File: config.mk
export PLATFORM = sky130hd
export DESIGN_NAME = uart_rx_device_flat
export DESIGN_NICKNAME = d
export VERILOG_FILES = /design/src/rtl/uart_rx_device_pkg.sv /design/src/rtl/uart_rx_device_if.sv /design/src/rtl/uart_rx_device_sync_fifo.sv /design/src/rtl/uart_rx_device.sv /design/src/flat_wrapper.sv
export SDC_FILE = /design/constraint.sdc
export NUM_CORES = 1
export LEC_CHECK = 0
export ABC_AREA = 1
export CORE_MARGIN = 8
export CORE_UTILIZATION = 35
export CTS_CLUSTER_DIAMETER = 200
export DETAILED_ROUTE_END_ITERATION = 7
export HOLD_SLACK_MARGIN = 0.02
export PLACE_DENSITY = 0.61
export RECOVER_POWER = 100
export SLEW_MARGIN = 20
export SYNTH_ARGS = -nofsm -noshare
export SYNTH_HDL_FRONTEND = slang
export SYNTH_SLANG_ARGS = --single-unit
File: constraint.sdc
create_clock -name clock -period 5.3 [get_ports clock]
set_clock_uncertainty 0.2 [all_clocks]
set_input_delay 0.795 -clock clock [delete_from_list [all_inputs] [get_ports clock]]
set_output_delay 0.795 -clock clock [all_outputs]
set_load 0.01 [all_outputs]
File: src/rtl/uart_rx_device_pkg.sv
// Shared constants for the memory-mapped UART receiver: register offsets,
// STATUS bit positions and the receive FSM state encoding.
package uart_rx_device_pkg;

   localparam logic [3:0] REG_DEV_ID  = 4'h0;
   localparam logic [3:0] REG_STATUS  = 4'h1;
   localparam logic [3:0] REG_DATA    = 4'h2;
   localparam logic [3:0] REG_DIVISOR = 4'h3;

   localparam int STAT_AVAIL   = 0;
   localparam int STAT_FULL    = 1;
   localparam int STAT_OVERRUN = 2;
   localparam int STAT_FRAMING = 3;

   localparam logic [15:0] MIN_DIVISOR = 16'd2;

   typedef enum logic [1:0] {
      ST_IDLE  = 2'd0,
      ST_START = 2'd1,
      ST_DATA  = 2'd2,
      ST_STOP  = 2'd3
   } rx_state_e;

endpackage

File: src/rtl/uart_rx_device_if.sv
// CPU control-page bus as seen by a banked device: the CPU is the master,
// the device answers combinationally on control_read.
interface uart_rx_device_if;

   logic [3:0]  control_address;
   logic        control_write;
   logic [15:0] data_in;
   logic [15:0] control_read;

   modport master (
      output control_address, control_write, data_in,
      input  control_read
   );

   modport slave (
      input  control_address, control_write, data_in,
      output control_read
   );

endinterface

File: src/rtl/uart_rx_device_sync_fifo.sv
// Single-clock circular FIFO; pointers carry one extra wrap bit so that
// full and empty are told apart by the pointer difference alone.
module sync_fifo #(
   parameter int WIDTH = 8,
   parameter int DEPTH = 8
) (
   input  logic                   clock,
   input  logic                   reset,
   input  logic                   push,
   input  logic                   pop,
   input  logic [WIDTH-1:0]       din,
   output logic [WIDTH-1:0]       head,
   output logic                   full,
   output logic                   empty,
   output logic [$clog2(DEPTH):0] count
);

   localparam int            AW         = $clog2(DEPTH);
   localparam logic [AW:0]   FULL_COUNT = DEPTH[AW:0];
   localparam logic [AW:0]   PTR_ONE    = {{AW{1'b0}}, 1'b1};

   logic [WIDTH-1:0] mem [DEPTH];
   logic [AW:0]      wr_ptr;
   logic [AW:0]      rd_ptr;
   logic             do_push;
   logic             do_pop;

   assign count   = wr_ptr - rd_ptr;
   assign empty   = (count == '0);
   assign full    = (count == FULL_COUNT);
   assign head    = mem[rd_ptr[AW-1:0]];
   assign do_pop  = pop && !empty;
   // A pop frees the slot the same cycle, so a push into a full FIFO still lands.
   assign do_push = push && (!full || do_pop);

   always_ff @(posedge clock or negedge reset) begin
      if (!reset) begin
         wr_ptr <= '0;
         rd_ptr <= '0;
      end else begin
         if (do_push) wr_ptr <= wr_ptr + PTR_ONE;
         if (do_pop)  rd_ptr <= rd_ptr + PTR_ONE;
      end
   end

   // NOTE: storage is deliberately not reset; the pointers alone define which entries are valid.
   always_ff @(posedge clock) begin
      if (do_push) mem[wr_ptr[AW-1:0]] <= din;
   end

endmodule

File: src/rtl/uart_rx_device.sv
// Memory-mapped 8N1 UART receiver: synchronises Rx, deserialises frames with
// a mid-bit sampling FSM and queues received bytes for the CPU.
module uart_rx_device
   import uart_rx_device_pkg::*;
#(
   parameter int          CLOCKS_PER_BIT = 104,
   parameter int          FIFO_DEPTH     = 8,
   parameter logic [15:0] DEVICE_ID      = 16'h5
) (
   input  logic            clock,
   input  logic            reset,
   uart_rx_device_if.slave bus,
   input  logic            Rx,
   output logic            rx_ready
);

   localparam int          CW        = $clog2(FIFO_DEPTH) + 1;
   localparam logic [15:0] RESET_DIV = CLOCKS_PER_BIT[15:0];

   rx_state_e   state, state_next;
   logic        rx_meta, rx_sync, rx_prev;
   logic [15:0] div_reg, frame_div, frame_div_next;
   logic [15:0] counter, counter_next;
   logic [2:0]  bit_idx, bit_next;
   logic [7:0]  shift, shift_next;
   logic        expire, stop_ok, stop_bad, push_q;
   logic        overrun, frame_err;
   logic        wr_status, wr_div, pop_req;
   logic        fifo_full, fifo_empty;
   logic [7:0]  fifo_head;
   logic [CW-1:0] fifo_count;

   assign wr_status = bus.control_write && (bus.control_address == REG_STATUS);
   assign wr_div    = bus.control_write && (bus.control_address == REG_DIVISOR);
   assign pop_req   = bus.control_write && (bus.control_address == REG_DATA);
   assign expire    = (counter == 16'd1);

   // NOTE: every output of this block gets a default first, so no path can infer a latch.
   always_comb begin
      state_next     = state;
      counter_next   = counter;
      frame_div_next = frame_div;
      bit_next       = bit_idx;
      shift_next     = shift;
      stop_ok        = 1'b0;
      stop_bad       = 1'b0;
      case (state)
         ST_IDLE: begin
            if (rx_prev && !rx_sync) begin
               frame_div_next = div_reg;
               counter_next   = div_reg >> 1;
               state_next     = ST_START;
            end
         end
         ST_START: begin
            if (!expire) begin
               counter_next = counter - 16'd1;
            end else if (rx_sync) begin
               state_next = ST_IDLE;
            end else begin
               counter_next = frame_div;
               bit_next     = 3'd0;
               state_next   = ST_DATA;
            end
         end
         ST_DATA: begin
            if (!expire) begin
               counter_next = counter - 16'd1;
            end else begin
               shift_next   = {rx_sync, shift[7:1]};
               counter_next = frame_div;
               bit_next     = bit_idx + 3'd1;
               if (bit_idx == 3'd7) state_next = ST_STOP;
            end
         end
         ST_STOP: begin
            if (!expire) begin
               counter_next = counter - 16'd1;
            end else begin
               stop_ok    = rx_sync;
               stop_bad   = !rx_sync;
               state_next = ST_IDLE;
            end
         end
         default: state_next = ST_IDLE;
      endcase
   end

   always_ff @(posedge clock or negedge reset) begin
      if (!reset) begin
         state     <= ST_IDLE;
         rx_meta   <= 1'b1;
         rx_sync   <= 1'b1;
         rx_prev   <= 1'b1;
         frame_div <= RESET_DIV;
         counter   <= '0;
         bit_idx   <= '0;
         shift     <= '0;
         push_q    <= 1'b0;
      end else begin
         state     <= state_next;
         rx_meta   <= Rx;
         rx_sync   <= rx_meta;
         rx_prev   <= rx_sync;
         frame_div <= frame_div_next;
         counter   <= counter_next;
         bit_idx   <= bit_next;
         shift     <= shift_next;
         // The byte lands in the FIFO one edge after its stop bit is sampled.
         push_q    <= stop_ok;
      end
   end

   // Sticky flags: a new error event in the same cycle beats the clear.
   always_ff @(posedge clock or negedge reset) begin
      if (!reset) begin
         overrun   <= 1'b0;
         frame_err <= 1'b0;
         div_reg   <= RESET_DIV;
      end else begin
         if (push_q && fifo_full && !pop_req)
            overrun <= 1'b1;
         else if (wr_status && bus.data_in[STAT_OVERRUN])
            overrun <= 1'b0;

         if (stop_bad)
            frame_err <= 1'b1;
         else if (wr_status && bus.data_in[STAT_FRAMING])
            frame_err <= 1'b0;

         if (wr_div)
            div_reg <= (bus.data_in < MIN_DIVISOR) ? MIN_DIVISOR : bus.data_in;
      end
   end

   sync_fifo #(
      .WIDTH (8),
      .DEPTH (FIFO_DEPTH)
   ) u_fifo (
      .clock (clock),
      .reset (reset),
      .push  (push_q),
      .pop   (pop_req),
      .din   (shift),
      .head  (fifo_head),
      .full  (fifo_full),
      .empty (fifo_empty),
      .count (fifo_count)
   );

   assign rx_ready = !fifo_empty;

   always_comb begin
      bus.control_read = '0;
      case (bus.control_address)
         REG_DEV_ID:  bus.control_read = DEVICE_ID;
         REG_STATUS:  bus.control_read = {8'(fifo_count), 4'h0, frame_err, overrun,
                                          fifo_full, !fifo_empty};
         REG_DATA:    bus.control_read = fifo_empty ? 16'h0 : {8'h00, fifo_head};
         REG_DIVISOR: bus.control_read = div_reg;
         default:     bus.control_read = '0;
      endcase
   end

endmodule

File: src/flat_wrapper.sv
// flat-port wrapper written by rule: the top's interface ports become plain ports
module uart_rx_device_flat import uart_rx_device_pkg::*;
#(
   parameter int          CLOCKS_PER_BIT = 104,
   parameter int          FIFO_DEPTH     = 8,
   parameter logic [15:0] DEVICE_ID      = 16'h5
)
  (clock, reset, Rx, rx_ready, bus_control_address, bus_control_write, bus_data_in, bus_control_read);
  uart_rx_device_if bus_i ();
  input  logic clock;
  input  logic reset;
  input  logic Rx;
  output logic rx_ready;
  input wire logic [$bits(bus_i.control_address)-1:0] bus_control_address;
  input wire logic [$bits(bus_i.control_write)-1:0] bus_control_write;
  input wire logic [$bits(bus_i.data_in)-1:0] bus_data_in;
  output wire logic [$bits(bus_i.control_read)-1:0] bus_control_read;
  assign bus_i.control_address = bus_control_address;
  assign bus_i.control_write = bus_control_write;
  assign bus_i.data_in = bus_data_in;
  assign bus_control_read = bus_i.control_read;
  uart_rx_device #(.CLOCKS_PER_BIT(CLOCKS_PER_BIT), .FIFO_DEPTH(FIFO_DEPTH), .DEVICE_ID(DEVICE_ID)) u_core (.clock(clock), .reset(reset), .bus(bus_i), .Rx(Rx), .rx_ready(rx_ready));
endmodule
After elaboration in Yosys (flattened, before gate mapping)
Memories as Yosys holds them, arrays and structs flattened.
Cells that the tools add are included.

word-level totals
  register bits = 75
  RAM bits = 64
  input port bits = 24
  output and inout port bits = 17
  word-level logic and storage cells = 94
  memories = 1

operators by class
  add/sub/neg operators = 5
  $lt $le $gt $ge = 1
  equality and inequality tests = 17
  multiplexer cells = 30
  reduce and logical (&&, ||, !) cells = 26

memory list
  memory             depth  width  read ports  clocked after Yosys merged registers in  wr ports  line                            source
  u_core.u_fifo.mem  8      8      1           0                                        1         uart_rx_device_sync_fifo.sv:22  logic [WIDTH-1:0] mem [DEPTH];

operator list
  cell                                                                            count
  16-bit one-hot mux with 4 select lines                                          2
  16-bit two-way mux                                                              6
  16-bit by 1-bit == test with 1-bit output (second input constant)               1
  16-bit by 2-bit less-than comparator with 1-bit output (second input constant)  1
  16-bit by 1-bit subtractor with 16-bit output (second input constant)           1
  2-bit two-way mux                                                               6
  1-bit logical AND                                                               10
  1-bit two-way mux                                                               10
  2-bit by 1-bit != test with 1-bit output (second input constant)                5
  3-bit two-way mux                                                               3
  4-bit by 1-bit adder with 4-bit output (second input constant)                  2
  4-bit by 2-bit == test with 1-bit output (second input constant)                2
  4-bit logical NOT                                                               2
  8-bit two-way mux                                                               1
  2-bit one-hot mux with 4 select lines                                           1
  3-bit one-hot mux with 2 select lines                                           1
  2-bit nonzero test                                                              3
  5-bit AND reduction                                                             1
  2-bit == test (second input constant)                                           2
  4-bit by 1-bit == test with 1-bit output (second input constant)                1
  4-bit == test (second input constant)                                           1
  1-bit logical NOT                                                               4
  2-bit != test (second input constant)                                           2
  2-bit AND reduction                                                             2
  9 further kinds                                                                 9

Depth between registers and ports, before layout
Gate-level depths: netlist of the first run.

  depth after elaboration = 8
  mapped depth = 14

Modules after synthesis
Synthesis of the first run repeated with hierarchy kept, for this count alone.

unflattened totals
  cell total of the unflattened synthesis = 832
  area, all modules = 7088.0 sq um

modules (own cells, without submodules)
  module          instances  cells each  area an instance (sq um)
  uart_rx_device  1          555         3967.6
  sync_fifo       1          277         3120.5

Worst setup path after synthesis of the first run
Ideal clock, no wire load.

  path type = flip-flop to output port
  start = register u_core.u_fifo.wr_ptr[0]
  end = output port bus_control_read[0]
  arrival time = 1.990 ns
  slack = 2.315 ns
  stages on the path, launching flop included = 13
  cells stage by stage = dfrtp_1 -> inv_1 -> ha_1 -> inv_1 -> fa_1 -> xnor2_1 -> nand2_1 -> nor2_1 -> nand2_2 -> nand2_1 -> inv_1 -> nand2_1 -> nand2_1

between the ends
  word-level cells in the longest chain between the ends = 4

RTL lines
  element                                 line                            source
  start, declared                         uart_rx_device_sync_fifo.sv:23  logic [AW:0] wr_ptr;
  start signal, assigned                  uart_rx_device_sync_fifo.sv:41  if (do_push) wr_ptr <= wr_ptr + PTR_ONE;
  4-bit subtractor                        uart_rx_device_sync_fifo.sv:28  assign count = wr_ptr - rd_ptr;
  4-bit logical NOT                       uart_rx_device_sync_fifo.sv:29  assign empty = (count == '0);
  1-bit logical NOT                       n/a
  via rx_ready                            flat_wrapper.sv:13              output logic rx_ready;
  16-bit one-hot mux with 4 select lines  uart_rx_device.sv:155           case (bus.control_address)
  end, declared                           flat_wrapper.sv:17              output wire logic [$bits(bus_i.control_read)-1:0] bus_control_read;

The timed path passes the listed nets, and every way through them passes these cells.

Worst setup path in the final report of the first run
  start = register u_core.u_fifo.rd_ptr[1]
  end = output port bus_control_read[6]

between the ends
  word-level cells in the longest chain between the ends = 4

RTL lines
  element                                   line                            source
  start, declared                           uart_rx_device_sync_fifo.sv:24  logic [AW:0] rd_ptr;
  start signal, assigned                    uart_rx_device_sync_fifo.sv:42  if (do_pop) rd_ptr <= rd_ptr + PTR_ONE;
  4-bit subtractor                          uart_rx_device_sync_fifo.sv:28
  4-bit logical NOT                         uart_rx_device_sync_fifo.sv:29
  8-bit two-way mux *                       uart_rx_device.sv:159           REG_DATA: bus.control_read = fifo_empty ? 16'h0 : {8'h00, fifo_head};
  16-bit one-hot mux with 4 select lines *  uart_rx_device.sv:155

Every way passes the cells marked *; elsewhere a longest branch is shown, timed or not.

==> results.json, run 1 <==
{
  "status": "finished, violations left",
  "violations": "max-capacitance violations, max-slew violations",
  "maxSlewViolCount": 19,
  "hold_viol": 0,
  "fin_nets": 871,
  "ff2ff_path_depth": 6,
  "p_switching_w": 0.001501,
  "met3_usage": 0.03613,
  "grtUsageMet2": 0.2266,
  "crit_path_end_kind": "primary output",
  "drive_gt1_frac": 0.06265,
  "final_common_cell": "nand2_1",
  "grt_max_degree": 76,
  "largest_reg_flops": 64,
  "worstMarginPinSlew_ns": 1.765,
  "drc": 0,
  "grtUsageTotal": 0.1506,
  "dr.pass1.iters": 5,
  "layout_min_cycle_time_ns": 4.723,
  "power.density_nw_per_um2": 492.6,
  "clock_latency_ns": 0.42,
  "synth_top_cell_by_area": "edfxtp_1",
  "synth_ff_type": "dfrtp_1",
  "max_slew_margin": -0.1857,
  "synthTopCellsByArea": "edfxtp_1 (28%), dfrtp_1 (24%), nand2_1 (13%)",
  "yosysSeqAreaShare": 0.5535,
  "ctsResizeCount": 0,
  "critPathMaxFanout": 14,
  "grt_pass1_vias": 5412,
  "irDropWorstVdd_mv": 0.1939,
  "critPathTopFamily": "buffers and inverters",
  "ctsHoldBuffers": 0,
  "dieArea_um2": 24410,
  "power.leakage_nw": 3.569,
  "start_kind": "flop",
  "wire_per_inst_um": 15.55,
  "n_antenna_cell": 0,
  "rows": 51,
  "place_inst": 1079,
  "initial_core_util": 0.3548,
  "area_growth_pct": 17.03,
  "fmax_ghz": 0.2117,
  "ys_types": 37,
  "holdPathStages": 0,
  "yosys_warnings": 0,
  "cts_max_level": 4,
  "p_int_w": 0.002467,
  "final_cells": 1111,
  "power.clock.fraction": 0.293,
  "drtIter0Drc": 506,
  "slowest_delay_ns": 0.67,
  "finalCritPeriodShare": 0.8910,
  "combPwrFrac": 0.335,
  "clk_path_buf_depth": 2,
  "core_area_um2": 19400,
  "p_seq_frac": 0.372,
  "cts_buffers": 17,
  "path_clk_slew_ns": 0.06,
  "rrSetupSlack_ns": 0.81,
  "netlist_area_um2": 6883,
  "layout_common_cells": "nand2_1 (248), nand3_1 (77), nor2_1 (76)",
  "crit_type": "reg2out",
  "die_h_um": 156.2,
  "worstPathRequired_ns": 4.30,
  "routed_wl_mm": 17.27,
  "cts_tree": "done",
  "fin_setup_tns_ns": 0,
  "crit_top_cell": "nand2_1",
  "netlist_instances": 794,
  "grt_antenna_before_repair": 0,
  "ys_ff_latch": 139,
  "worst-path-buf-inv": 2,
  "vias": 5425,
  "critical_path_depth": 9,
  "netlist.area_leader.share": 0.2792,
  "rsz0062_at_grt": "no",
  "cts_root_buf": "clkbuf_16",
  "synth_nets": 832,
  "finalSetupViolCount": 0,
  "path_cells": "clkinv_1 -> fa_1 -> xnor2_1 -> nand2_1 -> nor2_1 -> nand2_1 -> nand2_1 -> o22ai_1 -> dlygate4sd3_1",
  "crit_slowest_cell": "dlygate4sd3_1",
  "dp_hpwl_mm": 12.30,
  "grt_pass1_wl_mm": 28.48,
  "post_cts_buffers": 0,
  "ant_nets": 0,
  "overflow": 0,
  "viasPerCell": 4.883,
  "cts_sinks": 139,
  "synth_edf_count": 64,
  "arrival_ns": 3.73,
  "die_width_um": 156.2,
  "syn-mean-instance-area_um2": 8.669,
  "switching_share": 0.3783,
  "max_cap_violations": 1,
  "gp_congestion": 0.8388,
  "top_usage_layer": "met2",
  "numPortBuffers": 40,
  "hold_class": "reg2reg",
  "ios": 41,
  "synth-async-reset-ratio": 0.5396,
  "met1_usage": 0.2069
}
[layout make-up]
class,instances,area [µm²]
clock buffer,24,503.0
clock inverter,8,83.83
fill,1950,11340
inverter,75,281.5
multi-input combinational,557,2629
sequential,139,3810
tap,265,331.6
timing repair buffer,43,416.7
[worst register-to-register path, delay by kind of cell (launching register included)]
kind,cells,cell delay [ns]
buffers and inverters,3,1.20
DFF,1,0.42
and+or+nand+nor,1,1.46
adders and majority gates,1,0.78
AOI/OAI and AO/OA,1,0.35
[metal layers]
layer	routed length (µm)	part of all wire
met3	1157	0.067
met4	280	0.016
met2	7588	0.44
met5	0	0
met1	8249	0.48
[final timing paths]
kind,startpoint,end
worst max-delay path,u_core.u_fifo.rd_ptr[1],bus_control_read[6]
worst min-delay path,u_core.rx_meta,u_core.rx_sync
worst max register to register,u_core.state[0],u_core.frame_div[1]
worst min register to register,u_core.rx_meta,u_core.rx_sync
max in group asynchronous,reset,u_core.bit_idx[2]
min in group asynchronous,reset,u_core.counter[12]
[through the flow]
stage | setup slack (ns) | power [W] | instance area [µm²] | hold WS (ns) | util
after floorplan | 2.315 | 0.002483 | 6883 | 0.1452 | -
after global placement | 1.182 | 0.002827 | 7513 | 0.1457 | 0.3873
after detailed placement | 1.136 | 0.002838 | 7513 | 0.1475 | 0.3873
after CTS | 0.6953 | 0.004015 | 8100 | 0.1557 | 0.4176
after global routing | 0.1704 | 0.004275 | 8055 | 0.1620 | 0.4152
final | 0.5774 | 0.003968 | 8055 | 0.1597 | 0.4152
[power by group through the flow]
stage	Combinational [W]	Clock (W)	Sequential (W)
final	0.00133	0.00116	0.00148
after global placement	0.00133	0	0.00149
after CTS	0.00136	0.00118	0.00147
after floorplan	0.00106	0	0.00142
after global routing	0.00154	0.00123	0.00150
after detailed placement	0.00135	0	0.00149
[Yosys cell counts (all sizes together), types with 2 or more instances]
library cell,count
a21oi,23
a31oi,3
buf,11
clkbuf,12
clkinv,2
dfrtp,66
dfstp,9
edfxtp,64
ha,13
inv,73
nand2,252
nand3,78
nand3b,3
nand4,2
nor2,81
nor3,3
o211ai,3
o21ai,67
o221ai,3
o22ai,5
or2,2
xnor2,8
xor2,7
[cell families (layout without fill, tap and decap cells)]
logic type / after synthesis / in the layout / synth area share
XOR/XNOR: 15 / 15 / 0.01909
adder cells (fa/ha/maj): 14 / 14 / 0.02654
flip-flops: 139 / 139 / 0.5535
buffers and inverters: 98 / 150 / 0.05853
AO/OA/AOI/OAI: 105 / 105 / 0.08090
AND/OR/NAND/NOR: 423 / 423 / 0.2614
Note: power is estimated with default switching activity, not from simulation.
==> run 2, diff against run 1 <==
--- a/config.mk
+++ b/config.mk
@@ -6,14 +6,13 @@
 export NUM_CORES = 1
 export LEC_CHECK = 0
 export ABC_AREA = 1
-export CORE_MARGIN = 8
 export CORE_UTILIZATION = 35
 export CTS_CLUSTER_DIAMETER = 200
 export DETAILED_ROUTE_END_ITERATION = 7
 export HOLD_SLACK_MARGIN = 0.02
 export PLACE_DENSITY = 0.61
 export RECOVER_POWER = 100
-export SLEW_MARGIN = 20
+export SLEW_MARGIN = 10
 export SYNTH_ARGS = -nofsm -noshare
 export SYNTH_HDL_FRONTEND = slang
 export SYNTH_SLANG_ARGS = --single-unit
==> run 2 against run 1 <==
  * The flow still finishes with violations (max-capacitance violations, max-slew violations)
  * Flip-flop and latch count did not move
  * Count of clock-buffer cells in the layout down 1
  * Fmax up 0.22%
  * Via count fell by 1.3%
  * Routed wire length is 5.5% lower
  * Sequential power is essentially flat
  * Core utilization up 0.74 points
  * Critical endpoint unchanged
  * Final area down 0.20%
  * First-iteration DRC count shrank 19%
  * Worst hold slack better by 0.0011 ns
  * Highest routed layer unchanged
  * Largest power group unchanged
==> results.json, run 2 (synthesized netlist as in run 1, its figures left out) <==
{
  "regArea_um2": 3810,
  "hold_viol": 0,
  "post_cts_buffers": 0,
  "fmax_ghz": 0.2122,
  "final_common_cell": "nand2_1",
  "placed_cell_area_um2": 7500,
  "rows": 50,
  "dieArea_um2": 20230,
  "hold_class": "reg2reg",
  "n_antenna_cell": 0,
  "arrival_ns": 3.72,
  "worstMarginPinSlew_ns": 1.930,
  "drc": 0,
  "worstPathRequired_ns": 4.30,
  "wire_per_inst_um": 14.77,
  "max_cap_violations": 1,
  "layout_min_cycle_time_ns": 4.712,
  "routed_wl_mm": 16.33,
  "fin_nets": 870,
  "initial_core_util": 0.3619,
  "overflow": 0,
  "cts_root_buf": "clkbuf_16",
  "fillers": 1885,
  "dp_hpwl_mm": 11.65,
  "grtUsageTotal": 0.1729,
  "vias": 5352,
  "rr_startpoint": "u_core.state[0]",
  "cts_sinks": 139,
  "path_clk_slew_ns": 0.06,
  "grt_antenna_before_repair": 0,
  "maxSlewViolCount": 19,
  "drive_gt1_frac": 0.06154,
  "p_int_w": 0.002472,
  "final_cells": 1105,
  "p_seq_frac": 0.371,
  "finalCritPeriodShare": 0.8891,
  "rsz0062_at_grt": "no",
  "p_switching_w": 0.001503,
  "irDropWorstVdd_mv": 0.2058,
  "die_width_um": 142.2,
  "die_h_um": 142.2,
  "design_area_um2": 8039,
  "cts_tree": "done",
  "switching_share": 0.3781,
  "ctsHoldBuffers": 0,
  "finalSetupViolCount": 0,
  "grt_pass1_vias": 4966,
  "grt_max_degree": 76,
  "gp_congestion": 0.8093,
  "cts_max_level": 4,
  "drtIter0Drc": 411,
  "power.density_nw_per_um2": 494.5,
  "clock_latency_ns": 0.42,
  "dr.pass1.iters": 5,
  "status": "finished, violations left",
  "combPwrFrac": 0.337,
  "grt_pass1_wl_mm": 26.48,
  "critPathLaunch": "u_core.u_fifo.rd_ptr[1]",
  "start_kind": "flop",
  "max_slew_margin": -0.2966,
  "violations": "max-capacitance violations, max-slew violations",
  "layout_common_cells": "nand2_1 (248), nand3_1 (77), nor2_1 (75)",
  "power.leakage_nw": 3.564,
  "setup_slack_ns": 0.5880,
  "critPathMaxFanout": 14,
  "crit_path_end_kind": "primary output",
  "viasPerCell": 4.843,
  "pre_cts_ws_ns": 1.181,
  "fin_setup_tns_ns": 0,
  "cts_buffers": 17,
  "power.clock.fraction": 0.292,
  "multi_input_area_um2": 2631,
  "ios": 41,
  "place_inst": 1073,
  "clk_path_buf_depth": 2,
  "area_growth_pct": 16.80,
  "hold_start": "u_core.rx_meta",
  "crit_type": "reg2out",
  "ctsResizeCount": 0,
  "ant_nets": 0,
  "numPortBuffers": 40,
  "core_area_um2": 19020,
  "largest_reg_flops": 64
}
run 2: cell count changes in the layout (fill, tap and decap cells not counted), sizes merged:
cell,delta
clkinvlp,-1
clkbuf,-1
inv,+1
bufinv,+1
buf,-1
run 2: cell type report:
cell class	instances	area share
Sequential cell	139	0.4739
Inverter	75	0.03502
Multi-Input combinational cell	557	0.3273
Clock inverter	9	0.01401
Timing Repair Buffer	42	0.05089
Clock buffer	23	0.05837
Tap cell	260	0.04047
run 2: metrics by stage:
step                      utilization  power, W  hold WS, ns
after floorplan                     -  0.002483       0.1452
after global placement         0.3943  0.002831       0.1453
after detailed placement       0.3943  0.002845       0.1481
after CTS                      0.4249  0.004020       0.1561
after global routing           0.4227  0.004252       0.1686
final                          0.4227  0.003975       0.1608
run 2: final timing paths:
kind	endpoint	slack, ns	depth (start not counted)
max in group asynchronous	u_core.counter[3]	3.94	1
setup / recovery	bus_control_read[6]	0.59	9
hold reg to reg	u_core.rx_sync	0.16	0
min in group asynchronous	u_core.div_reg[13]	0.31	1
hold / removal	u_core.rx_sync	0.16	0
setup reg to reg	u_core.frame_div[6]	1.03	6
run 2: metal layers:
layer | GRT usage | wire (µm)
met1 | 0.2525 | 8298
met2 | 0.2554 | 7068
met3 | 0.03600 | 753
met4 | 0.05263 | 204
met5 | 0 | 0
run 2: critical path: stages, from the launching register on:
cell and delay, ns:
dfrtp_1 0.63, clkinv_1 0.44, fa_1 0.52, xnor2_1 0.23, nand2_1 0.08, nor2_1 0.17, nand2_1 0.21, nand2_1 0.21
o22ai_1 0.14, dlygate4sd3_1 0.66
run 2: power groups by stage:
stage | combinational (W) | sequential, W | clock (W)
6_report | 0.00134 | 0.00147 | 0.00116
5_1_grt | 0.00153 | 0.00150 | 0.00122
4_1_cts | 0.00137 | 0.00147 | 0.00118
3_5_place_dp | 0.00136 | 0.00149 | 0
3_3_place_gp | 0.00134 | 0.00149 | 0
2_1_floorplan | 0.00106 | 0.00142 | 0
